File: src/rtl/flit_pkg.sv
// Shared widths, FSM/FIFO entry types and the Hamming(7,4) encoder for the flit tx path.
// FLIT_TX_ERR_INJ_EN adds per-entry error-injection fields to fifo_entry_t.
package flit_pkg;
   localparam int FLIT_W = 11;
   localparam int ADDR_W = 4;
   localparam int CW_W   = 7;
   localparam int DATA_W = 4;

   typedef enum logic [1:0] {
      ST_IDLE,
      ST_SETUP,
      ST_REQ_HI,
      ST_REQ_LO
   } tx_state_t;

   typedef struct packed {
      logic [ADDR_W-1:0] dest;
      logic [DATA_W-1:0] payload;
`ifdef FLIT_TX_ERR_INJ_EN
      logic              err_en;
      logic [2:0]        err_pos;
`endif
   } fifo_entry_t;

   // d1..d4 = d[0..3]; codeword laid out {d4,d3,d2,p4,d1,p2,p1}
   function automatic logic [CW_W-1:0] hamming74_enc(input logic [DATA_W-1:0] d);
      logic p1, p2, p4;
      p1 = d[0] ^ d[1] ^ d[3];
      p2 = d[0] ^ d[2] ^ d[3];
      p4 = d[1] ^ d[2] ^ d[3];
      return {d[3], d[2], d[1], p4, d[0], p2, p1};
   endfunction
endpackage

File: src/rtl/flit_tx_fifo.sv
// Circular-buffer FIFO for pending flit entries; registered pointers, head visible combinationally.
// Caller guarantees no write when full and no read when empty.
module flit_tx_fifo #(
   parameter int DEPTH = 4,
   parameter int W     = 8
) (
   input  logic                   clk,
   input  logic                   rst_n,
   input  logic                   wr_en,
   input  logic [W-1:0]           wr_dat,
   input  logic                   rd_en,
   output logic [W-1:0]           rd_dat,
   output logic [$clog2(DEPTH):0] count
);
   localparam int AW = $clog2(DEPTH);

   logic [W-1:0]  mem_q [DEPTH];
   logic [AW-1:0] wr_ptr_q, rd_ptr_q;
   logic [AW:0]   count_q;

   always_ff @(posedge clk or negedge rst_n) begin
      if (!rst_n) begin
         wr_ptr_q <= '0;
         rd_ptr_q <= '0;
         count_q  <= '0;
      end else begin
         if (wr_en) wr_ptr_q <= wr_ptr_q + 1'b1;
         if (rd_en) rd_ptr_q <= rd_ptr_q + 1'b1;
         case ({wr_en, rd_en})
            2'b10:   count_q <= count_q + 1'b1;
            2'b01:   count_q <= count_q - 1'b1;
            default: count_q <= count_q;
         endcase
      end
   end

   always_ff @(posedge clk) begin
      if (wr_en) mem_q[wr_ptr_q] <= wr_dat;
   end

   assign rd_dat = mem_q[rd_ptr_q];
   assign count  = count_q;
endmodule

File: src/rtl/flit_tx_bridge.sv
// Buffers (dest, payload) entries, Hamming-encodes them and drives a four-phase bundled-data flit link.
// tx_req rises SETUP_CYC+1 cycles after acceptance; in_ready drops when the FIFO is full. Optional FLIT_TX_ERR_INJ_EN.
module flit_tx_bridge
   import flit_pkg::*;
#(
   parameter int DEPTH     = 4,
   parameter int SETUP_CYC = 1
) (
   input  logic              clk,
   input  logic              rst_n,
   input  logic              in_valid,
   output logic              in_ready,
   input  logic [ADDR_W-1:0] in_dest,
   input  logic [DATA_W-1:0] in_payload,
`ifdef FLIT_TX_ERR_INJ_EN
   input  logic              in_err_en,
   input  logic [2:0]        in_err_pos,
`endif
   output logic              tx_req,
   input  logic              tx_ack,
   output logic [FLIT_W-1:0] tx_data,
   output logic              busy,
   output logic [15:0]       tx_count
);
   localparam int CNT_W = $clog2(DEPTH) + 1;
   localparam int SC_W  = (SETUP_CYC > 1) ? $clog2(SETUP_CYC) : 1;
   localparam int ENT_W = $bits(fifo_entry_t);

   tx_state_t         state_q;
   logic [SC_W-1:0]   setup_cnt_q;
   logic              tx_req_q, in_ready_q, ack_meta_q, ack_s_q;
   logic [FLIT_W-1:0] tx_data_q;
   logic [15:0]       tx_count_q;

   fifo_entry_t       wr_entry, head;
   logic [ENT_W-1:0]  head_dat;
   logic [CNT_W-1:0]  fifo_count, count_d;
   logic              wr_en, pop;
   logic [CW_W-1:0]   cw;

   always_comb begin
      wr_entry         = '0;
      wr_entry.dest    = in_dest;
      wr_entry.payload = in_payload;
`ifdef FLIT_TX_ERR_INJ_EN
      wr_entry.err_en  = in_err_en;
      wr_entry.err_pos = in_err_pos;
`endif
   end

   assign wr_en = in_valid && in_ready_q;

   flit_tx_fifo #(.DEPTH(DEPTH), .W(ENT_W)) u_fifo (
      .clk    (clk),
      .rst_n  (rst_n),
      .wr_en  (wr_en),
      .wr_dat (wr_entry),
      .rd_en  (pop),
      .rd_dat (head_dat),
      .count  (fifo_count)
   );

   assign head = head_dat;

   // Loads happen only with tx_req low and ack_s low, so tx_data is stable across the handshake
   always_comb begin
      pop = 1'b0;
      if (fifo_count != '0) begin
         if (state_q == ST_IDLE) pop = 1'b1;
         else if (state_q == ST_REQ_LO && !ack_s_q) pop = 1'b1;
      end
   end

   always_comb begin
      count_d = fifo_count;
      if (wr_en && !pop) count_d = fifo_count + 1'b1;
      else if (!wr_en && pop) count_d = fifo_count - 1'b1;
   end

   always_comb begin
      cw = hamming74_enc(head.payload);
`ifdef FLIT_TX_ERR_INJ_EN
      if (head.err_en && head.err_pos != 3'd7) cw[head.err_pos] = ~cw[head.err_pos];
`endif
   end

   always_ff @(posedge clk or negedge rst_n) begin
      if (!rst_n) begin
         state_q     <= ST_IDLE;
         setup_cnt_q <= '0;
         tx_req_q    <= 1'b0;
         tx_data_q   <= '0;
         tx_count_q  <= '0;
         in_ready_q  <= 1'b0;
         ack_meta_q  <= 1'b0;
         ack_s_q     <= 1'b0;
      end else begin
         ack_meta_q <= tx_ack;
         ack_s_q    <= ack_meta_q;
         in_ready_q <= (count_d < CNT_W'(DEPTH));
         if (pop) begin
            tx_data_q   <= {head.dest, cw};
            setup_cnt_q <= '0;
         end
         case (state_q)
            ST_IDLE: begin
               if (pop) state_q <= ST_SETUP;
            end
            ST_SETUP: begin
               if (setup_cnt_q == SC_W'(SETUP_CYC - 1)) begin
                  tx_req_q <= 1'b1;
                  state_q  <= ST_REQ_HI;
               end else begin
                  setup_cnt_q <= setup_cnt_q + 1'b1;
               end
            end
            ST_REQ_HI: begin
               if (ack_s_q) begin
                  tx_req_q   <= 1'b0;
                  tx_count_q <= tx_count_q + 16'd1;
                  state_q    <= ST_REQ_LO;
               end
            end
            ST_REQ_LO: begin
               if (!ack_s_q) state_q <= pop ? ST_SETUP : ST_IDLE;
            end
            default: state_q <= ST_IDLE;
         endcase
      end
   end

   assign tx_req   = tx_req_q;
   assign tx_data  = tx_data_q;
   assign tx_count = tx_count_q;
   assign in_ready = in_ready_q;
   assign busy     = (fifo_count != '0) || (state_q != ST_IDLE);
endmodule

File: config.mk
export PLATFORM = sky130hd
export DESIGN_NAME = flit_tx_bridge
export DESIGN_NICKNAME = d
export VERILOG_FILES = /design/src/rtl/flit_pkg.sv /design/src/rtl/flit_tx_fifo.sv /design/src/rtl/flit_tx_bridge.sv
export SDC_FILE = /design/constraint.sdc
export NUM_CORES = 1
export LEC_CHECK = 0
export BUFFER_PORTS_ARGS = -buffer_cell sky130_fd_sc_hd__buf_2
export CORE_ASPECT_RATIO = 0.7
export CORE_UTILIZATION = 64
export CTS_BUF_LIST = sky130_fd_sc_hd__clkbuf_4 sky130_fd_sc_hd__clkbuf_8
export CTS_CLUSTER_DIAMETER = 100
export DETAILED_ROUTE_END_ITERATION = 16
export PLACE_DENSITY_LB_ADDON = 0.25
export SLEW_MARGIN = 15
export SYNTH_ARGS = -nofsm -noshare
export SYNTH_HDL_FRONTEND = slang
export SYNTH_SLANG_ARGS = --single-unit
export TNS_END_PERCENT = 1
File: constraint.sdc
create_clock -name clk -period 5 [get_ports clk]
set_clock_uncertainty 0.2 [all_clocks]
set_input_delay 0.75 -clock clk [delete_from_list [all_inputs] [get_ports clk]]
set_output_delay 0.75 -clock clk [all_outputs]
set_load 0.05 [all_outputs]
==> results of run 1 <==
[sequential cells by signal, summed over array words and instances, names as in the netlist, 2 cells and up]
register         count
u_fifo.wr_ptr_q      2
tx_data             11
tx_count            16
u_fifo.count         3
state_q              2
u_fifo.rd_ptr_q      2
u_fifo.mem_q        32
[logic make-up (layout without fill, tap and decap cells)]
family          after synthesis  count (layout)  share of synthesized area (%)
simple gates                 54              54                          8.181
xor+xnor                     25              25                          6.983
compound gates               16              16                          3.312
buf+inv                      17              71                          2.354
flops                        73              73                          63.37
fa+ha+maj                    16              16                          6.385
mux                          17              17                          9.418
[per-layer routing]
metal | global-route usage (%) | vias to the layer above | wire length [um]
li1 | - | 874 | -
met1 | 30.73 | 916 | 2514
met2 | 33.94 | 51 | 2287
met3 | 10.48 | 4 | 227
met4 | 6.429 | 0 | 38
met5 | 0 | - | 0
[placed cells by master (no fill, tap or decap), types with 2 or more instances in the layout]
master	instances
nor2_1	4
nand3_1	6
a21oi_1	2
o21ai_0	6
o22ai_1	2
mux4_2	4
dfrtp_1	41
mux2_2	8
xor2_1	8
buf_2	41
nand4_1	3
ha_1	16
and3_1	6
xnor2_1	17
edfxtp_1	32
inv_1	14
clkinv_1	2
nor3_1	3
mux4_1	4
nand2_1	26
clkbuf_8	9
[through the flow]
step / hold slack, ns / instance area (um2) / std cells / power, mW / worst slack, ns
6_report: 0.1502 / 3592 / 338 / 2.333 / 2.382
3_3_place_gp: 0.1335 / 3402 / 322 / 1.869 / 2.577
3_5_place_dp: 0.1347 / 3402 / 322 / 1.912 / 2.407
5_1_grt: 0.1727 / 3592 / 338 / 2.465 / 2.216
4_1_cts: 0.1506 / 3592 / 338 / 2.348 / 2.383
2_1_floorplan: 0.1312 / 3136 / 218 / 1.688 / 2.766
[power groups by stage]
stage,sequential (mW),combinational [mW],clock [mW]
after floorplan,1.13,0.561,0
after global placement,0.926,0.943,0
after detailed placement,0.935,0.977,0
after CTS,0.923,0.980,0.444
after global routing,0.943,1.05,0.468
final,0.922,0.975,0.436
[final timing paths]
check / from / endpoint / cells past startpoint
worst max-delay path: u_fifo.count[0] / u_fifo.count[2] / 10
worst min-delay path: ack_meta_q / ack_s_q / 0
worst max register to register: u_fifo.count[0] / u_fifo.count[2] / 10
worst min register to register: ack_meta_q / ack_s_q / 0
max in group asynchronous: rst_n / tx_count[1] / 1
min in group asynchronous: rst_n / tx_data[7] / 1
[final cells by class]
type	instances	area, um2	share of cell area, %
clock buffers	10	131.4	3.657
well taps	66	82.58	2.299
inverters	14	52.55	1.463
repair buffers	41	205.2	5.712
flip-flops and latches	73	1987	55.31
multi-input cells	128	1075	29.92
clock inverters	6	58.81	1.637
==> out/qor.txt, run 1 <==
Worst EP required -> 5.02 ns
LEAKAGE -> 1.600 nW
Synth cell count leaders -> dfrtp_1, edfxtp_1, nand2_1
Largest cells by area after synthesis -> dfrtp_1, edfxtp_1, ha_1, xnor2_1, mux4_1
CTS tree -> yes
GR Util All Layers -> 22.71%
Post-CTS Resized -> 0
Final Setup Violations -> 0
Worst-skew pair later-pin latency -> 0.35 ns
Status -> finished, final reports clean
Hold_buf cts -> 0
Row count -> 20
Post-synth top area cell -> dfrtp_1
Hpwl dp -> 3687 um
Final worst-path cycle share -> 52.36%
#FFs+latches synth -> 73
Antenna cell count -> 0
Worst rel slew slack -> 41.56%
Total CTS buffers -> 9
Chip height -> 60.56 um
Crit-path max cell delay -> 0.42 ns
CTS Root Cell -> clkbuf_8
Crit Path Class -> flip-flop to flip-flop
Initial core utilization -> 69.23%
Synthesized instance count -> 218
Ys flop type -> dfrtp_1
Critical Path Fanout Max -> 15
Final Wtd Congestion -> 0.7861
Worst path top cell family by delay -> compound AO/OA/AOI/OAI gates
DRC -> 0
Largest net degree at the start of global routing -> 42
Cell mode on critical path -> inv_1
Max cap viols -> 0
Die width -> 85.66 um
Vias in the first global route -> 1704
Post-Synthesis Cell Area -> 3136 um2
Gate power share -> 41.8%
Clock slew at reported path FFs -> 0.07 ns
Synth-to-layout area growth -> 14.57%
Slowest CP cell -> dfrtp_1
Die area -> 5188 um2
Pre-Repair DR Iteration Count -> 4
Core box area -> 4529 um2
RSZ-0062 raised after global routing -> false
Net Switching -> 0.9484 mW
Sequential fraction of the synthesis area -> 63.37%
Filler cell count -> 295
Via count -> 1845
Clock Sinks -> 73
Clock share of power -> 18.7%
# Post-CTS Setup Buffers -> 0
Sequential power share -> 39.5%
H-tree levels -> 3
Initial drt markers -> 91
CP Capture Type -> flip-flop
Max Fclk -> 0.3820 GHz
Internal Power -> 1.384 mW
Synthesized area per cell -> 14.38 um2
Max clock buf depth -> 2
Number of synthesized flops with an enable pin -> 32
Nets -> 295
VDD IR max -> 0.3375 mV
Final Max Tran Viols -> 0
Endpoints failing hold -> 0
Post-route ant nets -> 0
IO Count -> 42
Crit path buf inv count -> 4
Top-area cell type share of the netlist area -> 32.72%
Crit path DAT -> 2.64 ns
Initial antenna violation count -> 0
Yosys warns -> 0
Minimum clock period -> 2.618 ns
DR WL/cell -> 14.99 um
Startpoint Class -> flip-flop
PortBufs -> 41
Hold crit path type -> flip-flop to flip-flop
Setup TNS -> 0 ns
Post-layout util -> 79.31%
PD cells -> 649.4 nW/um2
Reg-to-reg slack, setup -> 2.38 ns
Share of layout cells above drive strength 1 -> 25.00%
GR Overflow Total -> 0
Switch share -> 40.66%
Syn Nets -> 246
Vias per cell -> 5.459
Final wirelength -> 5067 um
Ys async rst share -> 56.16%
Most common cell in the synthesized netlist -> dfrtp_1
Worst Tran Pin Value -> 0.8766 ns
First-pass GRT wire length -> 8204 um
CP cell instances -> inv_1 -> ha_1 -> inv_1 -> o22ai_2 -> inv_1 -> ha_1 -> inv_1 -> o22ai_1 -> o21ai_0 -> o31ai_1
Post-synthesis cell type count -> 34
Power figures use the tool's default switching activity.
==> inputs of run 2 (changes only) <==
Settings changed: ABC_AREA set to 1, CORE_UTILIZATION 64 to 60.
Clock period 5 ns to 2.5 ns, I/O delays scaled along.
==> run 2 against run 1 <==
Net effect: power is 120% higher; cell area is 12% higher; sequential cell count stayed put; register-to-register slack worse by 1.9 ns; worst hold slack worse by 0.10 ns; first-iteration DRC count is 65% higher; die area is 18% higher; core utilization is 4.9 points lower; clock-buffer cell count is 3 higher; critical endpoint is now busy.
==> out/qor.txt, run 2 <==
Largest net degree at the start of global routing -> 24
DRC -> 0
Setup TNS -> 0 ns
Worst EP required -> 1.92 ns
Number of synthesized flops with an enable pin -> 32
Startpoint Class -> flip-flop
Die area -> 6113 um2
Vias per cell -> 5.117
Minimum clock period -> 2.054 ns
Filler cell count -> 384
IO Count -> 42
Total CTS buffers -> 9
Critical Path Fanout Max -> 5
PD cells -> 1257 nW/um2
Vias in the first global route -> 2464
Pre-Repair DR Iteration Count -> 4
Die width -> 93.02 um
Synthesized area per cell -> 9.639 um2
CP Capture Type -> output port
Final worst-path cycle share -> 82.17%
Hpwl dp -> 4980 um
Share of layout cells above drive strength 1 -> 18.96%
Final Max Tran Viols -> 0
Top-area cell type share of the netlist area -> 29.49%
Sequential power share -> 34.5%
Max FFs per register -> 32
VDD IR max -> 0.8777 mV
Hold path start -> in_dest[1]
Largest cells by area after synthesis -> dfrtp_1, edfxtp_1, nand2_1, ha_1, inv_1
Clock share of power -> 20.3%
Worst r2r src -> state_q[0]
CTS tree -> yes
#FFs+latches synth -> 73
Antenna cell count -> 0
Sequential fraction of the synthesis area -> 57.10%
Final Wtd Congestion -> 0.8212
Hold EP -> u_fifo.mem_q[2][5]
Core box area -> 5423 um2
Crit Path Class -> flip-flop to output port
Initial antenna violation count -> 0
LEAKAGE -> 1.972 nW
Status -> finished, final reports clean
GR Overflow Total -> 0
RSZ-0062 raised after global routing -> false
Post-synth top area cell -> dfrtp_1
Final instance area -> 4038 um2
DP Area -> 3792 um2
Post-route ant nets -> 0
Switch share -> 43.68%
Max clock buf depth -> 2
R2R depth -> 10
Multi-input gate area -> 1291 um2
Crit path DAT -> 1.48 ns
Endpoints failing hold -> 0
CTS Root Cell -> clkbuf_8
Via count -> 2528
Most common cell in the synthesized netlist -> nand2_1
Max Fclk -> 0.4868 GHz
GR Util All Layers -> 25.36%
Initial drt markers -> 150
Final Setup Violations -> 0
Worst rel slew slack -> 70.93%
Reg with most FFs -> u_fifo.mem_q
Post-Synthesis Cell Area -> 3480 um2
Reg-to-reg slack, setup -> 0.51 ns
Worst Tran Pin Value -> 0.4361 ns
Non-Filler Instances -> 494
PortBufs -> 41
Synth-to-layout area growth -> 16.04%
Most common cell after layout, fill and taps aside -> nand2_1
Clock slew at reported path FFs -> 0.06 ns
Syn Nets -> 389
Nets -> 445
Dpl cells -> 476
Row count -> 22
Yosys warns -> 0
Synthesized instance count -> 361
Most frequent cells in the layout -> nand2_1, dfrtp_1, buf_2
Synth cell count leaders -> nand2_1, dfrtp_1, inv_1
First-pass GRT wire length -> 11320 um
Max cap viols -> 0
H-tree levels -> 3
Min Hold Slack -> 0.04648 ns
Ys flop type -> dfrtp_1
Worst r2r dst -> in_ready
DR WL/cell -> 13.97 um
Net Switching -> 2.216 mW
Gate power share -> 45.2%
Chip height -> 65.72 um
Final wirelength -> 6901 um
Post-CTS Resized -> 0
Hold crit path type -> input pin to flip-flop
Post-synthesis cell type count -> 31
Clock Sinks -> 73
Initial core utilization -> 64.17%
Worst-skew pair later-pin latency -> 0.35 ns
Min-Delay Path Depth -> 1
Register Area -> 1987 um2
Ys async rst share -> 56.16%
Internal Power -> 2.857 mW
==> run 2: cell count changes after synthesis, moves of 11 or more <==
cell	change
nand3_1	+13
inv_1	+23
xnor2_1	-11
o21ai_0	+14
nand2_1	+89
nor2_1	+23
==> run 2: power groups by stage <==
stage / clock network, mW / registers, mW / logic (mW)
floorplan: 0 / 2.20 / 1.30
global placement: 0 / 1.76 / 2.20
detailed placement: 0 / 1.77 / 2.28
CTS: 1.04 / 1.75 / 2.31
global route: 1.10 / 1.78 / 2.55
finish: 1.03 / 1.75 / 2.29
==> run 2: final cells by class <==
class	count	area share (%)
flip-flops and latches	73	49.21
multi-input cells	241	31.98
repair buffers	52	7.251
clock buffers	13	3.967
inverters	40	3.750
well taps	72	2.231
clock inverters	3	1.611
==> run 2: cell families after synthesis <==
family,share of synthesized area (%)
buffers and inverters,5.789
xor gates and xnor gates,4.243
and+or+nand+nor,21.86
AOI/OAI and AO/OA,5.250
DFF,57.10
adders and majority gates,5.753
==> run 2: per-layer routing <==
layer	up-vias	part of all wire (%)	routed length [um]	global-route usage [%]
met5	-	0	0	0
met4	0	1.4	100	9.808
met3	11	5.2	356	9.259
met2	65	47	3213	38.79
met1	1181	47	3231	33.20
li1	1271	-	-	-
==> run 2: metrics by stage <==
stage	setup WS (ns)	utilization (%)	power [mW]
5_1_grt	0.3318	74.46	5.434
3_3_place_gp	0.6399	69.94	3.952
4_1_cts	0.4219	74.46	5.099
6_report	0.4457	74.46	5.074
3_5_place_dp	0.5172	69.94	4.052
2_1_floorplan	0.4963	-	3.499
==> run 2: worst max path at each step <==
stage / from / to
final: state_q[0] / busy
after global routing: state_q[0] / in_ready
after CTS: state_q[0] / busy
after detailed placement: state_q[0] / in_ready
after global placement: state_q[0] / in_ready
after floorplan: state_q[0] / in_ready
==> run 2: worst max-delay path: stages, from the launching register on <==
cell and delay [ns]:
dfrtp_1 0.43, inv_1 0.12, ha_1 0.24, nand3_2 0.09, buf_2 0.26
==> run 2: timing repair <==
item                      in CTS  in global routing
hold endpoints to repair      19                  0
hold buffers                   2                  0
setup buffers                  0                  0
